[src/rtl/id_exe_reg_pkg.sv]
// Shared EXE command encodings and field widths for the ID/EXE pipeline boundary.
package id_exe_reg_pkg;

  localparam int unsigned EXE_CMD_W  = 4;
  localparam int unsigned REG_ADDR_W = 5;

  typedef enum logic [EXE_CMD_W-1:0] {
    EXE_NO_OPERATION = 4'b0000,
    EXE_MOV          = 4'b0001,
    EXE_ADD          = 4'b0010,
    EXE_SUB          = 4'b0100,
    EXE_AND          = 4'b0110,
    EXE_OR           = 4'b0111,
    EXE_NOR          = 4'b1000,
    EXE_XOR          = 4'b1001,
    EXE_SLA          = 4'b1010,
    EXE_SRA          = 4'b1100,
    EXE_SRL          = 4'b1101
  } exe_cmd_e;

endpackage

[src/rtl/pipe_reg.sv]
// Generic pipeline register: reset > hold > clear > load, clear/reset value selectable.
module pipe_reg #(
  parameter int unsigned W       = 1,
  parameter logic [W-1:0] CLR_VAL = '0
) (
  input  logic         clk,
  input  logic         rst,
  input  logic         clear,
  input  logic         hold,
  input  logic [W-1:0] d,
  output logic [W-1:0] q
);

  logic [W-1:0] data_d;
  logic [W-1:0] data_q;

  always_comb begin
    data_d = data_q;
    if (hold) begin
      data_d = data_q;
    end else if (clear) begin
      data_d = CLR_VAL;
    end else begin
      data_d = d;
    end
  end

  always_ff @(posedge clk) begin
    if (rst) begin
      data_q <= CLR_VAL;
    end else begin
      data_q <= data_d;
    end
  end

  assign q = data_q;

endmodule

[src/rtl/id_exe_reg.sv]
// ID/EXE pipeline register with freeze, flush/hazard bubble insertion and a
// saturating count of inserted bubbles.
module id_exe_reg
  import id_exe_reg_pkg::*;
#(
  parameter int unsigned DATA_W = 32,
  parameter int unsigned CNT_W  = 16
) (
  input  logic                  clk,
  input  logic                  rst,
  input  logic                  freeze,
  input  logic                  flush,
  input  logic                  hazard_detected,
  input  logic [EXE_CMD_W-1:0]  EXE_CMD_IN,
  input  logic                  WB_EN_IN,
  input  logic                  MEM_R_EN_IN,
  input  logic                  MEM_W_EN_IN,
  input  logic [DATA_W-1:0]     PC_IN,
  input  logic [DATA_W-1:0]     reg1_IN,
  input  logic [DATA_W-1:0]     reg2_IN,
  input  logic [DATA_W-1:0]     val2_IN,
  input  logic [REG_ADDR_W-1:0] dest_IN,
  input  logic [REG_ADDR_W-1:0] src1_IN,
  input  logic [REG_ADDR_W-1:0] src2_IN,
  output logic [EXE_CMD_W-1:0]  EXE_CMD,
  output logic                  WB_EN,
  output logic                  MEM_R_EN,
  output logic                  MEM_W_EN,
  output logic [DATA_W-1:0]     PC,
  output logic [DATA_W-1:0]     reg1,
  output logic [DATA_W-1:0]     reg2,
  output logic [DATA_W-1:0]     val2,
  output logic [REG_ADDR_W-1:0] dest,
  output logic [REG_ADDR_W-1:0] src1,
  output logic [REG_ADDR_W-1:0] src2,
  output logic                  valid,
  output logic [CNT_W-1:0]      bubble_cnt
);

  localparam int unsigned CTRL_W = EXE_CMD_W + 3;
  localparam int unsigned DAT_W  = 4 * DATA_W;
  localparam int unsigned ADDR_W = 3 * REG_ADDR_W;
  localparam logic [CTRL_W-1:0] CTRL_NOP = {EXE_NO_OPERATION, 3'b000};

  logic bubble;
  assign bubble = flush | hazard_detected;

  pipe_reg #(.W(CTRL_W), .CLR_VAL(CTRL_NOP)) u_ctrl (
    .clk   (clk),
    .rst   (rst),
    .clear (bubble),
    .hold  (freeze),
    .d     ({EXE_CMD_IN, WB_EN_IN, MEM_R_EN_IN, MEM_W_EN_IN}),
    .q     ({EXE_CMD, WB_EN, MEM_R_EN, MEM_W_EN})
  );

  pipe_reg #(.W(DAT_W)) u_data (
    .clk   (clk),
    .rst   (rst),
    .clear (bubble),
    .hold  (freeze),
    .d     ({PC_IN, reg1_IN, reg2_IN, val2_IN}),
    .q     ({PC, reg1, reg2, val2})
  );

  pipe_reg #(.W(ADDR_W)) u_addr (
    .clk   (clk),
    .rst   (rst),
    .clear (bubble),
    .hold  (freeze),
    .d     ({dest_IN, src1_IN, src2_IN}),
    .q     ({dest, src1, src2})
  );

  pipe_reg #(.W(1)) u_valid (
    .clk   (clk),
    .rst   (rst),
    .clear (bubble),
    .hold  (freeze),
    .d     (1'b1),
    .q     (valid)
  );

  logic [CNT_W-1:0] bubble_cnt_d;
  logic [CNT_W-1:0] bubble_cnt_q;

  always_comb begin
    bubble_cnt_d = bubble_cnt_q;
    if (!freeze && bubble && (bubble_cnt_q != '1)) begin
      bubble_cnt_d = bubble_cnt_q + CNT_W'(1);
    end
  end

  always_ff @(posedge clk) begin
    if (rst) begin
      bubble_cnt_q <= '0;
    end else begin
      bubble_cnt_q <= bubble_cnt_d;
    end
  end

  assign bubble_cnt = bubble_cnt_q;

endmodule

[config.mk]
export PLATFORM = sky130hd
export DESIGN_NAME = id_exe_reg
export DESIGN_NICKNAME = d
export VERILOG_FILES = /design/src/rtl/id_exe_reg_pkg.sv /design/src/rtl/pipe_reg.sv /design/src/rtl/id_exe_reg.sv
export SDC_FILE = /design/constraint.sdc
export NUM_CORES = 1
export LEC_CHECK = 0
export BUFFER_PORTS_ARGS = -buffer_cell sky130_fd_sc_hd__buf_2
export CORE_AREA = 4 4 122 124
export CTS_CLUSTER_SIZE = 8
export DETAILED_ROUTE_END_ITERATION = 10
export DIE_AREA = 0 0 126 128
export MAX_ROUTING_LAYER = met4
export PLACE_DENSITY = 0.85
export SETUP_SLACK_MARGIN = 0.2
export SYNTH_ARGS = -nofsm -noshare
export SYNTH_HDL_FRONTEND = slang
export SYNTH_SLANG_ARGS = --single-unit
[constraint.sdc]
create_clock -name clk -period 2.8 [get_ports clk]
set_input_delay 0.14 -clock clk [delete_from_list [all_inputs] [get_ports clk]]
set_output_delay 0.14 -clock clk [all_outputs]
set_load 0.03 [all_outputs]
* Word-level counts from Yosys, hierarchy flattened
Cells that the tools add are included.
** Operators by class
- Add/subtract/negate cells :: 1
- Equality and inequality tests :: 1
- Mux-type cells :: 4
- Bitwise logic cells :: 1
- Reduce and logical (&&, ||, !) cells :: 3
** Operators by type and width (number)
- 128-bit 2-to-1 mux :: 1
- 16-bit by 1-bit adder with 16-bit output (second input constant) :: 1
- 16-bit != test (second input constant) :: 1
- 15-bit 2-to-1 mux :: 1
- 7-bit 2-to-1 mux :: 1
- 1-bit logical AND :: 2
- 1-bit zero test :: 1
- 1-bit 2-to-1 mux :: 1
- 1-bit OR :: 1
** Storage, ports and cells
- Register bits after elaboration :: 167
- Bits of input ports :: 155
- Output and inout port bits :: 167
- Word-level logic and storage cells :: 15

* Depth between registers and ports, before layout
Gate-level depths: netlist of the first run.
- Depth after elaboration :: 3
- Mapped depth :: 6
- Mapped depth without buffers :: 5

* By module
A second synthesis of the first run with hierarchy kept.
** Unflattened totals
- Cells, all modules :: 768
- Area total of the unflattened synthesis :: 6916.6 um^2
** Modules (own cells, without submodules)
- pipe_reg (u_data) :: instances 1, cells each 569, area each 5119.9 um^2, seq. area each 2562.5 um^2
- id_exe_reg :: instances 1, cells each 95, area each 812.0 um^2, seq. area each 320.3 um^2
- pipe_reg (u_addr) :: instances 1, cells each 68, area each 665.6 um^2, seq. area each 300.3 um^2
- pipe_reg (u_ctrl) :: instances 1, cells each 32, area each 281.5 um^2, seq. area each 140.1 um^2
- pipe_reg (u_valid) :: instances 1, cells each 4, area each 37.5 um^2, seq. area each 20.0 um^2

* Least setup slack after synthesis of the first run
OpenSTA, ideal clock, no wires.
- Path kind :: reg-to-reg
- Start point :: reg bubble_cnt_q[0], in the netlist bubble_cnt[0]
- End point :: reg bubble_cnt_q[1], in the netlist bubble_cnt[1]
- Setup time :: 128 ps
- Data arrival time :: 1798 ps
- Data required time :: 2672 ps
- Setup slack :: 875 ps
- Cell stages (with the launch flop) :: 7
- Buffers on the path :: 1
- Period minus slack after synthesis :: 1925 ps
- Cells stage by stage :: dfxtp_1 -> ha_1 -> nand3_1 -> o41ai_4 -> buf_6 -> mux2i_1 -> nor2_1
** Between the ends
- Longest elaborated chain between the ends :: 2
- Elaborated cells between the ends (all ways) :: 3
- Those cells by class :: add/sub: 1; eq/ne: 1; reduce/logical: 1
** RTL lines
- start, declared :: RTL line id_exe_reg.sv:85 : logic [CNT_W-1:0] bubble_cnt_q;
- start signal, assigned :: RTL line id_exe_reg.sv:98 : bubble_cnt_q <= bubble_cnt_d;
- branches (longest 2 deep; another with 16-bit by 1-bit adder with 16-bit output)
Several ways; the timed one is not identified.
A chain may end at the register's enable or synchronous reset.

* Worst setup path after layout of the first run
- Start point :: reg bubble_cnt_q[0], in the netlist bubble_cnt[0]
- End point :: reg bubble_cnt_q[7], in the netlist bubble_cnt[7]
Same word-level chain as after synthesis.

==> metrics.md, run 1 <==
| Metric | Value |
|---|---|
| Cell family with most CP delay | compound AO/OA/AOI/OAI gates |
| Setup CP Type | flip-flop to flip-flop |
| Clock-pin slew on the worst setup and hold paths | 0.06 ns |
| Final HPWL DP | between 10 and 15 mm |
| Highest Clock Rate | 0.458 GHz |
| Max Root-Sink Buffers | 2 |
| Layout cells sized above 1 | 0.354 |
| Period Utilization, post-route | 0.779 |
| Tightest Pin Transition | between 0.9 and 1 ns |
| Finished Layout Cells | between 1000 and 1500 |
| CP required | 3.10 ns |
| Clk pwr share | 0.424 |
| Gr ovfl total | 0 |
| Die W | ~130 um |
| Synth Register Bits | 167 |
| Syn nets | around 760 |
| Site Rows | 43 |
| First-pass GRT wire length | 34.9 mm |
| Setup-failing EPs final | 0 |
| FILL cells | about 920 |
| Yosys warning count | 0 |
| Switch share | 0.247 |
| Sequential share of power | 0.452 |
| Initial antenna violation count | 3 |
| Wire length per cell | 18.2 um |
| CTS tree | built |
| Port Buffer Count | roughly 320 |
| Static Leak | 4.47 nW |
| Fin Setup TNS | 0 ns |
| Library cells used by synthesis | 36 |
| Core Area | approximately 0.014 mm2 |
| Slowest stage cell, crit path | o41ai_4 |
| Critical Path Sink Type | flip-flop |
| Area of placed instances | ~0.0075 mm2 |
| RePlAce Congestion | 0.802 |
| Sequential area share after synthesis | 0.574 |
| Hold slack | ~0.15 ns |
| Nets | approximately 1200 |
| Number of global-route vias before repair | just under 7000 |
| Most frequent cells in the layout | buf_2 (319), dfxtp_1 (167), nor2_1 (161) |
| Via density | 5.41 |
| Routed Antenna Nets | 0 |
| # H-tree levels | 4 |
| First-pass DRT Iterations | 5 |
| Hold crit path type | input port to flip-flop |
| Hold Violations, Final | 0 |
| Die Height | between 100 and 150 um |
| Initial drt markers | between 400 and 500 |
| Sink Count | 167 |
| Commonest non-fill, non-tap cell in the layout | buf_2 |
| Final Max Tran Viols | 0 |
| Final worst slack | 0.618 ns |
| Worst EP arrival | roughly 2.5 ns |
| Status | complete, no violations |
| Largest net degree at the start of global routing | 84 |
| Relative slew margins | 0.371 |
| Worst Skew | 0.00340 ns |
| Max-cap violations | 0 |
| Cell-internal power | about 4.1 mW |
| PwrDens | 567 mW/mm2 |
| Initial Utilization | 0.423 |
| DP Cell Count | between 1000 and 1500 |
| Residual DRC | 0 |
| Post-synth ARST share | 0 |
| RSZ-0062 raised after global routing | no |
| Root Driver | clkbuf_16 |
| Resize count post-CTS | 0 |
| Area grow syn2layout | 65.0% |
| Worst setup SP type | flip-flop |
| Peak VDD IR | about 0.00034 V |
| WP buf/inv | 0 |
| Critical path's largest stage delay | ~0.86 ns |
| Worst skew pair latency | ~0.4 ns |
| Setup bufs post-CTS | 0 |
| Vias | about 6700 |
| Synth Flop Type | dfxtp_1 |
| Place WS | roughly 0.67 ns |
| I/O pin count | about 320 |
| Design area | 0.00962 mm2 |
| Max FO, Critical Path | 17 |
| Total Routed Length | between 20 and 25 mm |
| Crit path time final | around 2.2 ns |
| Net switching power | 1.35 mW |
| Power share of the combinational group | 0.124 |
| Die Area | between 0.015 and 0.02 mm2 |
| Post-synth EDFFs | 0 |
| Cell Chain, Critical Path | ha_1 -> nand3_1 -> o41ai_4 -> nor4_1 -> mux2_2 |
| Syn Inst Count | 601 |
| Synthesized area per cell | 9.70 um2 |
| Gr usage total | 0.276 |
| Number of CTS-inserted buffers | 17 |
| Cell Area, Synth | around 0.0058 mm2 |
## path summary, 6_finish.rpt
path	from	endpoint	slack, ns	cells past startpoint
min reg2reg	u_data.q[44]	u_data.q[44]	0.50	2
max	bubble_cnt[0]	bubble_cnt[7]	0.62	5
min	flush	u_valid.q	0.15	3
max reg2reg	bubble_cnt[0]	bubble_cnt[7]	0.62	5
## per-stage QoR
stage	power (mW)	util
after floorplan	2.80	-
after global placement	2.99	0.547
after detailed placement	3.00	0.547
after CTS	5.46	0.698
after global routing	5.66	0.698
final	5.46	0.698
## sequential cells by signal, indices dropped and copies added (netlist names)
register and flops:
u_data.q 128, bubble_cnt 16, u_addr.q 15, u_ctrl.q 7
u_valid.q 1
## repair_timing
action,in CTS,in global routing
hold buffers,150,0
setup endpoints to repair,0,0
endpoints found under the hold margin,150,0
## layout make-up
type	instances	area (um2)	share of cell area
inverters	4	15.0	0.00156
repair buffers	478	3190	0.332
clock inverters	10	121	0.0126
well taps	180	225	0.0234
clock buffers	20	457	0.0475
flip-flops and latches	167	3340	0.348
multi-input cells	377	2260	0.235
diodes	4	10.0	0.00104
## metal layers
metal | track usage | part of all wire | vias up
met2 | 0.475 | 0.51 | 404
met4 | 0.124 | 0.031 | 0
met5 | - | 0 | -
met1 | 0.299 | 0.36 | 3190
met3 | 0.0758 | 0.097 | 67
li1 | - | - | 3051
## worst min-delay path: stages
cell and delay (ns):
buf_2 0.12, o21ba_4 0.19, nor3_1 0.06
## Yosys cell counts, types with 3 or more instances
master	count	area, um2
a21oi_1	8	40.0
a22oi_1	150	1130
buf_2	11	55.1
clkbuf_1	39	146
dfxtp_1	167	3340
inv_1	4	15.0
mux2_2	4	45.0
nand2_1	5	18.8
nand3_1	4	20.0
nand4_1	3	18.8
nor2_1	161	604
nor2b_1	4	25.0
o21ai_0	4	20.0
o31ai_1	3	22.5
or3_1	4	25.0
or3_2	3	22.5
## cell families (layout without fill, tap and decap cells)
| logic type | count (synthesis) | after routing | share of synthesized area |
|---|---|---|---|
| flops | 167 | 167 | 0.574 |
| fa+ha+maj | 1 | 1 | 0.00215 |
| buf+inv | 57 | 512 | 0.0404 |
| simple gates | 199 | 199 | 0.152 |
| compound gates | 169 | 169 | 0.218 |
| mux | 6 | 6 | 0.0112 |
| other cells | 0 | 4 | 0 |
| xor+xnor | 2 | 2 | 0.00301 |
## power groups by stage
stage / combinational (mW) / sequential [mW] / clock (mW)
2_1_floorplan: 0.173 / 2.62 / 0
3_3_place_gp: 0.482 / 2.51 / 0
3_5_place_dp: 0.489 / 2.51 / 0
4_1_cts: 0.657 / 2.46 / 2.34
5_1_grt: 0.722 / 2.47 / 2.46
6_report: 0.679 / 2.47 / 2.31
(Power assumes the default switching activity.)
==> run 2, diff against run 1 <==
--- a/config.mk
+++ b/config.mk
@@ -6,12 +6,12 @@
 export NUM_CORES = 1
 export LEC_CHECK = 0
 export BUFFER_PORTS_ARGS = -buffer_cell sky130_fd_sc_hd__buf_2
-export CORE_AREA = 4 4 122 124
+export CORE_AREA = 4 4 124 126
 export CTS_CLUSTER_SIZE = 8
 export DETAILED_ROUTE_END_ITERATION = 10
-export DIE_AREA = 0 0 126 128
+export DIE_AREA = 0 0 128 130
 export MAX_ROUTING_LAYER = met4
-export PLACE_DENSITY = 0.85
+export PLACE_DENSITY = 0.82
 export SETUP_SLACK_MARGIN = 0.2
 export SYNTH_ARGS = -nofsm -noshare
 export SYNTH_HDL_FRONTEND = slang
==> constraint.sdc (replaced) <==
create_clock -name clk -period 2.15 [get_ports clk]
set_input_delay 0.1075 -clock clk [delete_from_list [all_inputs] [get_ports clk]]
set_output_delay 0.1075 -clock clk [all_outputs]
set_load 0.03 [all_outputs]
==> run 2 against run 1 <==
  * Sequential cell count stayed put
  * Critical endpoint unchanged
  * Wire length is 3.1% lower
  * Clock-buffer cell count is 3 lower
  * Hold slack worse by 0.040 ns
  * Worst setup slack worse by 0.30 ns
  * Largest cell class unchanged
  * Register-to-register slack worse by 0.30 ns
  * Sequential power is 30% higher
  * Largest power group unchanged
==> metrics.md, run 2 (synthesis gave the netlist of run 1 again) <==
| Metric | Value |
|---|---|
| Status | complete, no violations |
| Critical Path Sink Type | flip-flop |
| Initial antenna violation count | 0 (-3) |
| PwrDens | 729 mW/mm2 (+28%) |
| RSZ-0062 raised after global routing | no |
| Layout cells sized above 1 | 0.358 (+0.00338) |
| Max Root-Sink Buffers | 2 (unchanged) |
| Wire length per cell | 17.5 um (-3.6%) |
| Setup-failing EPs final | 0 (unchanged) |
| Port Buffer Count | 321 (unchanged) |
| Relative slew margins | 0.411 (+0.0398) |
| Final HPWL DP | 12.0 mm (-4.7%) |
| Setup CP Type | flip-flop to flip-flop |
| Static Leak | 4.48 nW (about the same) |
| Most frequent cells in the layout | buf_2 (319), dfxtp_1 (167), nor2_1 (161) |
| Worst EP arrival | 2.13 ns (-0.35 ns) |
| Initial Utilization | 0.407 (-0.0160) |
| First-pass GRT wire length | 32.8 mm (-5.9%) |
| Gr usage total | 0.254 (-0.0222) |
| Die W | 128 um (+1.6%) |
| Vias | 6522 (-2.8%) |
| Peak VDD IR | 0.000445 V (+31%) |
| CTS tree | built |
| Worst skew pair latency | 0.42 ns (about the same) |
| RePlAce Congestion | 0.826 (+3.0%) |
| Final worst slack | 0.319 ns (-0.299 ns) |
| Area of placed instances | 0.00757 mm2 (+0.50%) |
| Max-cap violations | 0 (unchanged) |
| Place WS | 0.347 ns (-0.322 ns) |
| CP required | 2.45 ns (-0.65 ns) |
| Worst setup SP type | flip-flop |
| Gr ovfl total | 0 (unchanged) |
| Largest net degree at the start of global routing | 88 (+4.8%) |
| Core Area | 0.0143 mm2 (+3.9%) |
| Hold crit path type | input port to flip-flop |
| Worst Skew | 0.00619 ns (+0.00279 ns) |
| First-pass DRT Iterations | 5 (unchanged) |
| Clock-pin slew on the worst setup and hold paths | 0.07 ns (about the same) |
| Number of CTS-inserted buffers | 17 (unchanged) |
| Final Max Tran Viols | 0 (unchanged) |
| Final Util | 0.674 (-0.0239) |
| Highest Clock Rate | 0.546 GHz (+19%) |
| Multi-input gate area | 0.00226 mm2 (+0.28%) |
| Setup bufs post-CTS | 0 (unchanged) |
| FILL cells | 967 (+4.7%) |
| Max FO, Critical Path | 10 (-7) |
| Residual DRC | 0 (unchanged) |
| Period Utilization, post-route | 0.852 (+0.0723) |
| Site Rows | 44 (+2.3%) |
| Area grow syn2layout | 65.6% |
| Total Routed Length | 21.8 mm (-3.1%) |
| Root Driver | clkbuf_16 |
| Crit path time final | 1.83 ns (-0.351 ns) |
| I/O pin count | 322 (unchanged) |
| Hold Violations, Final | 0 (unchanged) |
| Reg2Reg Setup Slack | 0.32 ns (-0.30 ns) |
| Tightest Pin Transition | 0.884 ns (-0.0565 ns) |
| Via density | 5.23 (-3.4%) |
| Initial drt markers | 472 (+11%) |
| Routed Antenna Nets | 0 (unchanged) |
| Max reg flops | 128 (unchanged) |
| Sink Count | 167 (unchanged) |
| Nets | 1203 (+0.17%) |
| Number of global-route vias before repair | 6506 (-3.5%) |
| Design area | 0.00965 mm2 (+0.36%) |
| FF/Latch Area | 0.00334 mm2 (unchanged) |
| Fin Setup TNS | 0 ns (unchanged) |
| # H-tree levels | 4 (unchanged) |
| Die Area | 0.0166 mm2 (+3.2%) |
| Hold slack | 0.111 ns (-0.0405 ns) |
| Die Height | 130 um (+1.6%) |
| Commonest non-fill, non-tap cell in the layout | buf_2 |
## run 2: cell count changes in the layout (fill, tap and decap cells not counted), sizes merged
cell	before	now
diode	4	3
clkinvlp	1	3
buf	328	329
bufinv	2	0
dlygate4sd3	150	151
inv	7	13
clkbuf	20	17
clkinv	4	3
## run 2: worst paths after layout
| path | from | end | cells after the start |
|---|---|---|---|
| setup reg to reg | bubble_cnt[0] | bubble_cnt[7] | 6 |
| hold / removal | flush | u_valid.q | 3 |
| hold reg to reg | u_data.q[94] | u_data.q[94] | 2 |
| setup / recovery | bubble_cnt[0] | bubble_cnt[7] | 6 |
## run 2: cell type report
cell class | count | share of cell area
diodes | 3 | 0.000778
repair buffers | 480 | 0.335
inverters | 4 | 0.00156
clock buffers | 17 | 0.0441
flip-flops and latches | 167 | 0.346
well taps | 184 | 0.0238
multi-input cells | 377 | 0.234
clock inverters | 15 | 0.0141
## run 2: layer usage
layer,up-vias,GRT usage,wire length (um)
met2,358,0.429,11000
met5,-,-,0
met4,0,0.121,800
li1,3053,-,-
met3,66,0.0757,2070
met1,3045,0.274,8010
## run 2: through the flow
step | total power, mW | cells
after floorplan | 3.64 | 601
after global placement | 3.91 | 1061
after detailed placement | 3.92 | 1061
after CTS | 7.02 | 1244
after global routing | 7.27 | 1244
final | 7.03 | 1247
## run 2: what timing repair did
item	in CTS	in global routing
endpoints found under the hold margin	153	0
gates resized for setup	0	1
setup endpoints to repair	0	1
hold buffers	151	0
## run 2: power breakdown
| part | internal [mW] | switching [mW] | total [mW] | leakage (nW) |
|---|---|---|---|---|
| Clock | 1.53 | 1.40 | 2.93 | 0.270 |
| Sequential | 3.16 | 0.0438 | 3.21 | 1.35 |
| Combinational | 0.420 | 0.471 | 0.892 | 2.85 |
## run 2: critical path: stages (launching register included)
cell and delay [ns]:
dfxtp_1 0.43, ha_1 0.22, nand3_1 0.16, o41ai_4 0.35, buf_4 0.23, nor4_1 0.06
mux2_2 0.27
